--- config.mk ---
export PLATFORM = sky130hd
export DESIGN_NAME = ov5640_init_ctrl
export DESIGN_NICKNAME = d
export VERILOG_FILES = /design/src/rtl/ov5640_init_pkg.sv /design/src/rtl/ov5640_init_timer.sv /design/src/rtl/ov5640_init_ctrl.sv
export SDC_FILE = /design/constraint.sdc
export NUM_CORES = 1
export LEC_CHECK = 0
export BUFFER_PORTS_ARGS = -buffer_cell sky130_fd_sc_hd__buf_2
export CAP_MARGIN = 20
export CORE_ASPECT_RATIO = 1.4
export CORE_MARGIN = 1.5
export CORE_UTILIZATION = 59
export DETAILED_ROUTE_END_ITERATION = 8
export PLACE_DENSITY = 0.95
export SLEW_MARGIN = 0
export SYNTH_ARGS = -nofsm -noshare
export SYNTH_HDL_FRONTEND = slang
export SYNTH_SLANG_ARGS = --single-unit
--- constraint.sdc ---
create_clock -name clk -period 3.9 [get_ports clk]
set_input_delay 0.195 -clock clk [delete_from_list [all_inputs] [get_ports clk]]
set_output_delay 0.195 -clock clk [all_outputs]
set_load 0.005 [all_outputs]
--- src/rtl/ov5640_init_pkg.sv ---
// Shared types and constants for the OV5640 init-table sequencer.
package ov5640_init_pkg;

  // Sequencer states
  typedef enum logic [2:0] {
    ST_IDLE  = 3'd0,
    ST_FETCH = 3'd1,
    ST_LATCH = 3'd2,
    ST_ISSUE = 3'd3,
    ST_WAIT  = 3'd4,
    ST_DELAY = 3'd5,
    ST_DONE  = 3'd6,
    ST_ERROR = 3'd7
  } init_state_t;

  // Field positions inside a 24-bit table entry {reg_addr[15:0], data[7:0]}
  localparam int REG_MSB = 23;
  localparam int REG_LSB = 8;
  localparam int DAT_MSB = 7;

  // Default timing: 5 ms post-reset delay and 2 ms write timeout at 50 MHz
  localparam int DEF_DELAY_CYCLES   = 250000;
  localparam int DEF_TIMEOUT_CYCLES = 100000;

  // Larger of two integers, used to size the shared timer
  function automatic int max_int(input int a, input int b);
    return (a > b) ? a : b;
  endfunction

endpackage

--- src/rtl/ov5640_init_timer.sv ---
// Loadable down-counter shared by the post-reset delay and the write timeout.
// A load of value L makes 'expired' pulse for one cycle exactly L cycles
// after the load cycle. A load value of 0 never expires.
module ov5640_init_timer
  import ov5640_init_pkg::*;
#(
  parameter int W = 18
) (
  input  logic         clk,
  input  logic         reset_n,
  input  logic         load,
  input  logic [W-1:0] load_val,
  output logic         expired
);

  logic [W-1:0] cnt_r;
  logic         expired_r;

  // Count down toward zero; the expiry pulse is registered one step ahead
  always_ff @(posedge clk or negedge reset_n) begin
    if (!reset_n) begin
      cnt_r     <= {W{1'b0}};
      expired_r <= 1'b0;
    end else if (load) begin
      cnt_r     <= load_val;
      expired_r <= (load_val == W'(1));
    end else if (cnt_r != {W{1'b0}}) begin
      cnt_r     <= cnt_r - W'(1);
      expired_r <= (cnt_r == W'(2));
    end else begin
      cnt_r     <= cnt_r;
      expired_r <= 1'b0;
    end
  end

  assign expired = expired_r;

endmodule

--- src/rtl/ov5640_init_ctrl.sv ---
// Walks the OV5640 init table, issuing one SCCB write per entry with
// post-software-reset delay, NACK/timeout retry and done/error reporting.
module ov5640_init_ctrl
  import ov5640_init_pkg::*;
#(
  parameter int INIT_CNT       = 250,
  parameter int ADDR_WIDTH     = 8,
  parameter int DELAY_AFTER    = 1,
  parameter int DELAY_CYCLES   = DEF_DELAY_CYCLES,
  parameter int TIMEOUT_CYCLES = DEF_TIMEOUT_CYCLES,
  parameter int MAX_RETRY      = 3
) (
  input  logic                  clk,
  input  logic                  reset_n,
  input  logic                  start,
  output logic [ADDR_WIDTH-1:0] rom_addr,
  input  logic [23:0]           rom_q,
  output logic                  wr_req,
  output logic [15:0]           wr_reg_addr,
  output logic [7:0]            wr_data,
  input  logic                  wr_busy,
  input  logic                  wr_done,
  input  logic                  wr_nack,
  output logic                  busy,
  output logic                  init_done,
  output logic                  init_err,
  output logic [ADDR_WIDTH-1:0] err_index
);

  localparam int TW = $clog2(max_int(DELAY_CYCLES, TIMEOUT_CYCLES) + 1);
  localparam int RW = (MAX_RETRY > 0) ? $clog2(MAX_RETRY + 1) : 1;

  localparam logic [TW-1:0]         DELAY_LOAD = TW'(DELAY_CYCLES);
  // The issue cycle itself counts toward the timeout window, so the retry
  // or error takes effect exactly TIMEOUT_CYCLES after the request.
  localparam logic [TW-1:0]         TO_LOAD    = TW'(TIMEOUT_CYCLES - 1);
  localparam logic [ADDR_WIDTH-1:0] DELAY_IDX  = ADDR_WIDTH'(DELAY_AFTER);
  localparam logic [ADDR_WIDTH-1:0] LAST_IDX   = ADDR_WIDTH'(INIT_CNT - 1);
  localparam logic [RW-1:0]         RETRY_MAX  = RW'(MAX_RETRY);

  init_state_t           state_r,     state_nxt_s;
  logic [ADDR_WIDTH-1:0] idx_r,       idx_nxt_s;
  logic [RW-1:0]         retry_r,     retry_nxt_s;
  logic [ADDR_WIDTH-1:0] rom_addr_r,  rom_addr_nxt_s;
  logic [15:0]           reg_addr_r,  reg_addr_nxt_s;
  logic [7:0]            data_r,      data_nxt_s;
  logic                  busy_r,      busy_nxt_s;
  logic                  done_r,      done_nxt_s;
  logic                  err_r,       err_nxt_s;
  logic [ADDR_WIDTH-1:0] err_idx_r,   err_idx_nxt_s;
  logic                  wr_req_s;
  logic                  tmr_load_s;
  logic [TW-1:0]         tmr_val_s;
  logic                  tmr_expired_s;

  ov5640_init_timer #(.W(TW)) u_timer (
    .clk      (clk),
    .reset_n  (reset_n),
    .load     (tmr_load_s),
    .load_val (tmr_val_s),
    .expired  (tmr_expired_s)
  );

  // Next-state and next-output decode
  always_comb begin
    state_nxt_s    = state_r;
    idx_nxt_s      = idx_r;
    retry_nxt_s    = retry_r;
    reg_addr_nxt_s = reg_addr_r;
    data_nxt_s     = data_r;
    busy_nxt_s     = busy_r;
    done_nxt_s     = done_r;
    err_nxt_s      = err_r;
    err_idx_nxt_s  = err_idx_r;
    wr_req_s       = 1'b0;
    tmr_load_s     = 1'b0;
    tmr_val_s      = {TW{1'b0}};

    case (state_r)
      ST_IDLE, ST_DONE, ST_ERROR: begin
        if (start) begin
          done_nxt_s  = 1'b0;
          err_nxt_s   = 1'b0;
          idx_nxt_s   = {ADDR_WIDTH{1'b0}};
          busy_nxt_s  = 1'b1;
          state_nxt_s = ST_FETCH;
        end else begin
          state_nxt_s = state_r;
        end
      end
      ST_FETCH: begin
        state_nxt_s = ST_LATCH;
      end
      ST_LATCH: begin
        reg_addr_nxt_s = rom_q[REG_MSB:REG_LSB];
        data_nxt_s     = rom_q[DAT_MSB:0];
        retry_nxt_s    = {RW{1'b0}};
        state_nxt_s    = ST_ISSUE;
      end
      ST_ISSUE: begin
        if (!wr_busy) begin
          wr_req_s    = 1'b1;
          tmr_load_s  = 1'b1;
          tmr_val_s   = TO_LOAD;
          state_nxt_s = ST_WAIT;
        end else begin
          state_nxt_s = ST_ISSUE;
        end
      end
      ST_WAIT: begin
        // A completion in the same cycle as the timeout takes precedence
        if (wr_done && !wr_nack) begin
          if (idx_r == DELAY_IDX) begin
            tmr_load_s  = 1'b1;
            tmr_val_s   = DELAY_LOAD;
            state_nxt_s = ST_DELAY;
          end else if (idx_r == LAST_IDX) begin
            done_nxt_s  = 1'b1;
            busy_nxt_s  = 1'b0;
            state_nxt_s = ST_DONE;
          end else begin
            idx_nxt_s   = idx_r + ADDR_WIDTH'(1);
            state_nxt_s = ST_FETCH;
          end
        end else if (wr_done || tmr_expired_s) begin
          if (retry_r < RETRY_MAX) begin
            retry_nxt_s = retry_r + RW'(1);
            state_nxt_s = ST_ISSUE;
          end else begin
            err_idx_nxt_s = idx_r;
            err_nxt_s     = 1'b1;
            busy_nxt_s    = 1'b0;
            state_nxt_s   = ST_ERROR;
          end
        end else begin
          state_nxt_s = ST_WAIT;
        end
      end
      ST_DELAY: begin
        if (tmr_expired_s) begin
          if (idx_r == LAST_IDX) begin
            done_nxt_s  = 1'b1;
            busy_nxt_s  = 1'b0;
            state_nxt_s = ST_DONE;
          end else begin
            idx_nxt_s   = idx_r + ADDR_WIDTH'(1);
            state_nxt_s = ST_FETCH;
          end
        end else begin
          state_nxt_s = ST_DELAY;
        end
      end
      default: begin
        state_nxt_s = ST_IDLE;
      end
    endcase

    // The ROM address follows the index so it is valid throughout FETCH
    rom_addr_nxt_s = idx_nxt_s;
  end

  // State and registered-output update
  always_ff @(posedge clk or negedge reset_n) begin
    if (!reset_n) begin
      state_r    <= ST_IDLE;
      idx_r      <= {ADDR_WIDTH{1'b0}};
      retry_r    <= {RW{1'b0}};
      rom_addr_r <= {ADDR_WIDTH{1'b0}};
      reg_addr_r <= 16'h0000;
      data_r     <= 8'h00;
      busy_r     <= 1'b0;
      done_r     <= 1'b0;
      err_r      <= 1'b0;
      err_idx_r  <= {ADDR_WIDTH{1'b0}};
    end else begin
      state_r    <= state_nxt_s;
      idx_r      <= idx_nxt_s;
      retry_r    <= retry_nxt_s;
      rom_addr_r <= rom_addr_nxt_s;
      reg_addr_r <= reg_addr_nxt_s;
      data_r     <= data_nxt_s;
      busy_r     <= busy_nxt_s;
      done_r     <= done_nxt_s;
      err_r      <= err_nxt_s;
      err_idx_r  <= err_idx_nxt_s;
    end
  end

  // The request must reflect wr_busy in the same cycle, so it is decoded
  // from the registered state rather than registered itself.
  assign wr_req      = wr_req_s;
  assign rom_addr    = rom_addr_r;
  assign wr_reg_addr = reg_addr_r;
  assign wr_data     = data_r;
  assign busy        = busy_r;
  assign init_done   = done_r;
  assign init_err    = err_r;
  assign err_index   = err_idx_r;

endmodule

==> results.sh <==
export IMPL_path_max_fanout=21
export IMPL_cpPeakStageDelay_ns=0.79
export IMPL_track_usage_pct=30.2
export IMPL_ys_flop_type="dfrtp_1"
export IMPL_drive_above_1_share_pct=34.6
export IMPL_die_h_um=94.1
export IMPL_synth_most_common_cell="dfrtp_1"
export IMPL_first_iter_violations=307
export IMPL_synthXorXnorAreaFrac_pct=1.25
export IMPL_die_area_mm2=0.00640
export IMPL_synthSimpleGateAreaFrac_pct=17.4
export IMPL_synth_edf_count=0
export IMPL_port_buffers=73
export IMPL_synth_commonest_cells="dfrtp_1 (67), mux2_2 (33), o21ai_0 (22)"
export IMPL_synth_fa_ha_area_share_pct=1.79
export IMPL_cp_start_kind="flip-flop"
export IMPL_synth_cell_type_count=66
export IMPL_relSlewSlack_pct=41.4
export IMPL_htreeDepth=3
export IMPL_async_reset_ff_share_pct=100
export IMPL_min_period_ns=2.62
export IMPL_synth_compound_area_share_pct=16.5
export IMPL_seq_power_share_pct=41.7
export IMPL_vias_per_cell=6.54
export IMPL_antenna_found_initial=0
export IMPL_post_cts_resized=0
export IMPL_critPathMostFrequentCell="o21ai_0"
export IMPL_clkPwrFrac_pct=22.9
export IMPL_routedWlPerCell_um=18.9
export IMPL_whs_ns=0.0591
export IMPL_clk_latency_ns=0.36
export IMPL_tns_ns=0
export IMPL_cp_cell_sequence="nor3b_1 -> nand4_1 -> o21ai_0 -> o21ai_0"
export IMPL_cpMaxStageDelayCell="nor3b_1"
export IMPL_cp_data_required_time_ns=4.10
export IMPL_netSwitchingPower_uw=951
export IMPL_worst_slew_pin_slew_ns=0.876
export IMPL_fmax_mhz=381
export IMPL_cp_data_arrival_time_ns=2.83
export IMPL_drt_drc_violations_left=0
export IMPL_cap_violations=0
export IMPL_diodes=0
export IMPL_syn_num_nets=355
export IMPL_combPwrFrac_pct=35.5
export IMPL_clockBufferDepth=2
export IMPL_cp_end_kind="flip-flop"
export IMPL_multiInputGateArea_mm2=0.00172
export IMPL_avgSynthCellArea_um2=10.9
export IMPL_vdd_drop_max_v=0.000319
export IMPL_ys_seq_elements=67
export IMPL_power_leakage_uw=0.00182
export IMPL_setup_viol=0
export IMPL_dr_pass1_iters=5
export IMPL_cts_root_buf="clkbuf_8"
export IMPL_synthToLayoutAreaGrowth_pct=18.0
export IMPL_synth_top_family_by_area="simple AND/OR/NAND/NOR gates"
export IMPL_fillers=410
export IMPL_yosys_area_top_type_share_pct=48.0
export IMPL_worstSetupPathType="reg2reg"
export IMPL_layout_nets=429
export IMPL_regArea_mm2=0.00168
export IMPL_wl_um=8880
export IMPL_cts_tree="done"
export IMPL_num_rows=33
export IMPL_synth_mux_area_share_pct=12.1
export IMPL_clock_sinks=67
export IMPL_yosys_warnings=0
export IMPL_rsz0062_at_grt="no"
export IMPL_syn_inst=320
export IMPL_die_x_um=68.1
export IMPL_place_detailed_hpwl_um=5880
export IMPL_fin_crit_sh_pct=67.3
export IMPL_drtAntennaViolNets=0
export IMPL_hold_viol=0
export IMPL_core_area_mm2=0.00578
export IMPL_gp_congestion=0.923
export IMPL_synth_area_leader_cell="dfrtp_1"
export IMPL_start_util_pct=60.5
export IMPL_yosysSeqAreaShare_pct=48.0
export IMPL_grt_max_degree=48
export IMPL_power_per_cell_area_mw_per_mm2=636
export IMPL_grt_pass1_vias=2960
export IMPL_skew_ns=0.0122
export IMPL_hp_class="in2reg"
export IMPL_grt_pass1_wl_um=14300
export IMPL_p_int_uw=1670
export IMPL_io_pins=74
export IMPL_vias=3067
export IMPL_switching_share_pct=36.2
export IMPL_numCtsBuffers=9
export IMPL_status="complete, no violations"
export IMPL_synth_area_leaders="dfrtp_1 (48%), mux2_2 (11%), o21ai_0 (3.1%), nand3_1 (2.0%), ha_1 (1.8%)"
export IMPL_cts_clk_slew_worst_paths_ns=0.08
export IMPL_grt_ovfl_total=0
export IMPL_synth_area_mm2=0.00350
export IMPL_slew_viol_final=0
## power by group through the flow
| stage | clock, uW | sequential, uW | combinational [uW] |
|---|---|---|---|
| after global placement | 0 | 1080 | 846 |
| final | 601 | 1090 | 931 |
| after floorplan | 0 | 1050 | 608 |
| after global routing | 637 | 1130 | 1010 |
| after detailed placement | 0 | 1100 | 892 |
| after CTS | 599 | 1090 | 909 |
## critical path: cells and delay by family, from the launching register on
family	cells	cell delay (ns)
compound gates	2	0.49
flops	1	0.71
simple gates	2	1.27
## per-stage QoR
| stage | total power (uW) | instance area (um^2) | worst slack, ns | utilization (%) | cells |
|---|---|---|---|---|---|
| after global placement | 1930 | 3900 | 1.65 | 67.4 | 451 |
| after global routing | 2780 | 4130 | 0.964 | 71.4 | 469 |
| final | 2630 | 4130 | 1.28 | 71.4 | 469 |
| after floorplan | 1650 | 3500 | 1.89 | - | 320 |
| after detailed placement | 1990 | 3900 | 1.54 | 67.4 | 451 |
| after CTS | 2600 | 4110 | 1.38 | 71.1 | 468 |
## repair_timing
action                                 4_1_cts  5_1_grt
endpoints found under the hold margin       20        0
buffers inserted                             0        0
hold buffers                                 1        0
## cells in the final DEF, fill, tap and decap left out, types with 4 or more instances in the layout
| cell type | n |
|---|---|
| nor2_1 | 15 |
| nand4_1 | 7 |
| nor2b_1 | 5 |
| or3_1 | 7 |
| inv_1 | 9 |
| o31a_1 | 4 |
| a31oi_1 | 8 |
| a21oi_1 | 8 |
| nand3_1 | 14 |
| nor3_1 | 5 |
| o21ai_0 | 22 |
| mux2_2 | 33 |
| ha_1 | 5 |
| mux2i_1 | 5 |
| nand2b_1 | 6 |
| buf_2 | 73 |
| xor2_1 | 4 |
| and3_1 | 5 |
| nand2_1 | 14 |
| clkbuf_8 | 10 |
| o211ai_1 | 5 |
| dfrtp_1 | 67 |
## cell type report
class                           instances  share of cell area [%]
Multi-Input combinational cell        230                    41.7
Sequential cell                        67                    40.6
Timing Repair Buffer                   77                    9.83
Clock buffer                           11                    3.43
Tap cell                               70                    2.12
Clock inverter                          5                    1.46
Inverter                                9                   0.819
## metal layers
metal / vias up / GRT usage, % / share of wire [%]
li1: 1351 / - / -
met2: 185 / 51.1 / 54
met1: 1492 / 34.4 / 36
met4: 0 / 15.2 / 3.4
met5: - / 0 / 0
met3: 39 / 7.55 / 6.6
## registers in the layout (all words and copies together), names as in the netlist
signal and cells:
retry_r 2, init_done 1, rom_addr 8, u_timer.cnt_r 18, wr_reg_addr 16, u_timer.expired 1
err_index 8, state_r 3, busy 1, wr_data 8, init_err 1
## cell families after synthesis
kind of cell,count (synthesis)
muxes,38
xor gates and xnor gates,5
AOI/OAI and AO/OA,81
DFF,67
and+or+nand+nor,101
buffers and inverters,23
adders and majority gates,5
## final timing paths
check,startpoint,end,slack (ns),cells past startpoint
worst max-delay path,state_r[2],u_timer.cnt_r[9],1.28,4
worst min-delay path,rom_q[1],wr_data[1],0.06,2
worst max register to register,state_r[2],u_timer.cnt_r[9],1.28,4
worst min register to register,err_index[6],err_index[6],0.50,1
max in group asynchronous,reset_n,wr_reg_addr[3],2.63,3
min in group asynchronous,reset_n,rom_addr[1],0.32,2
Power figures use the tool's default switching activity.
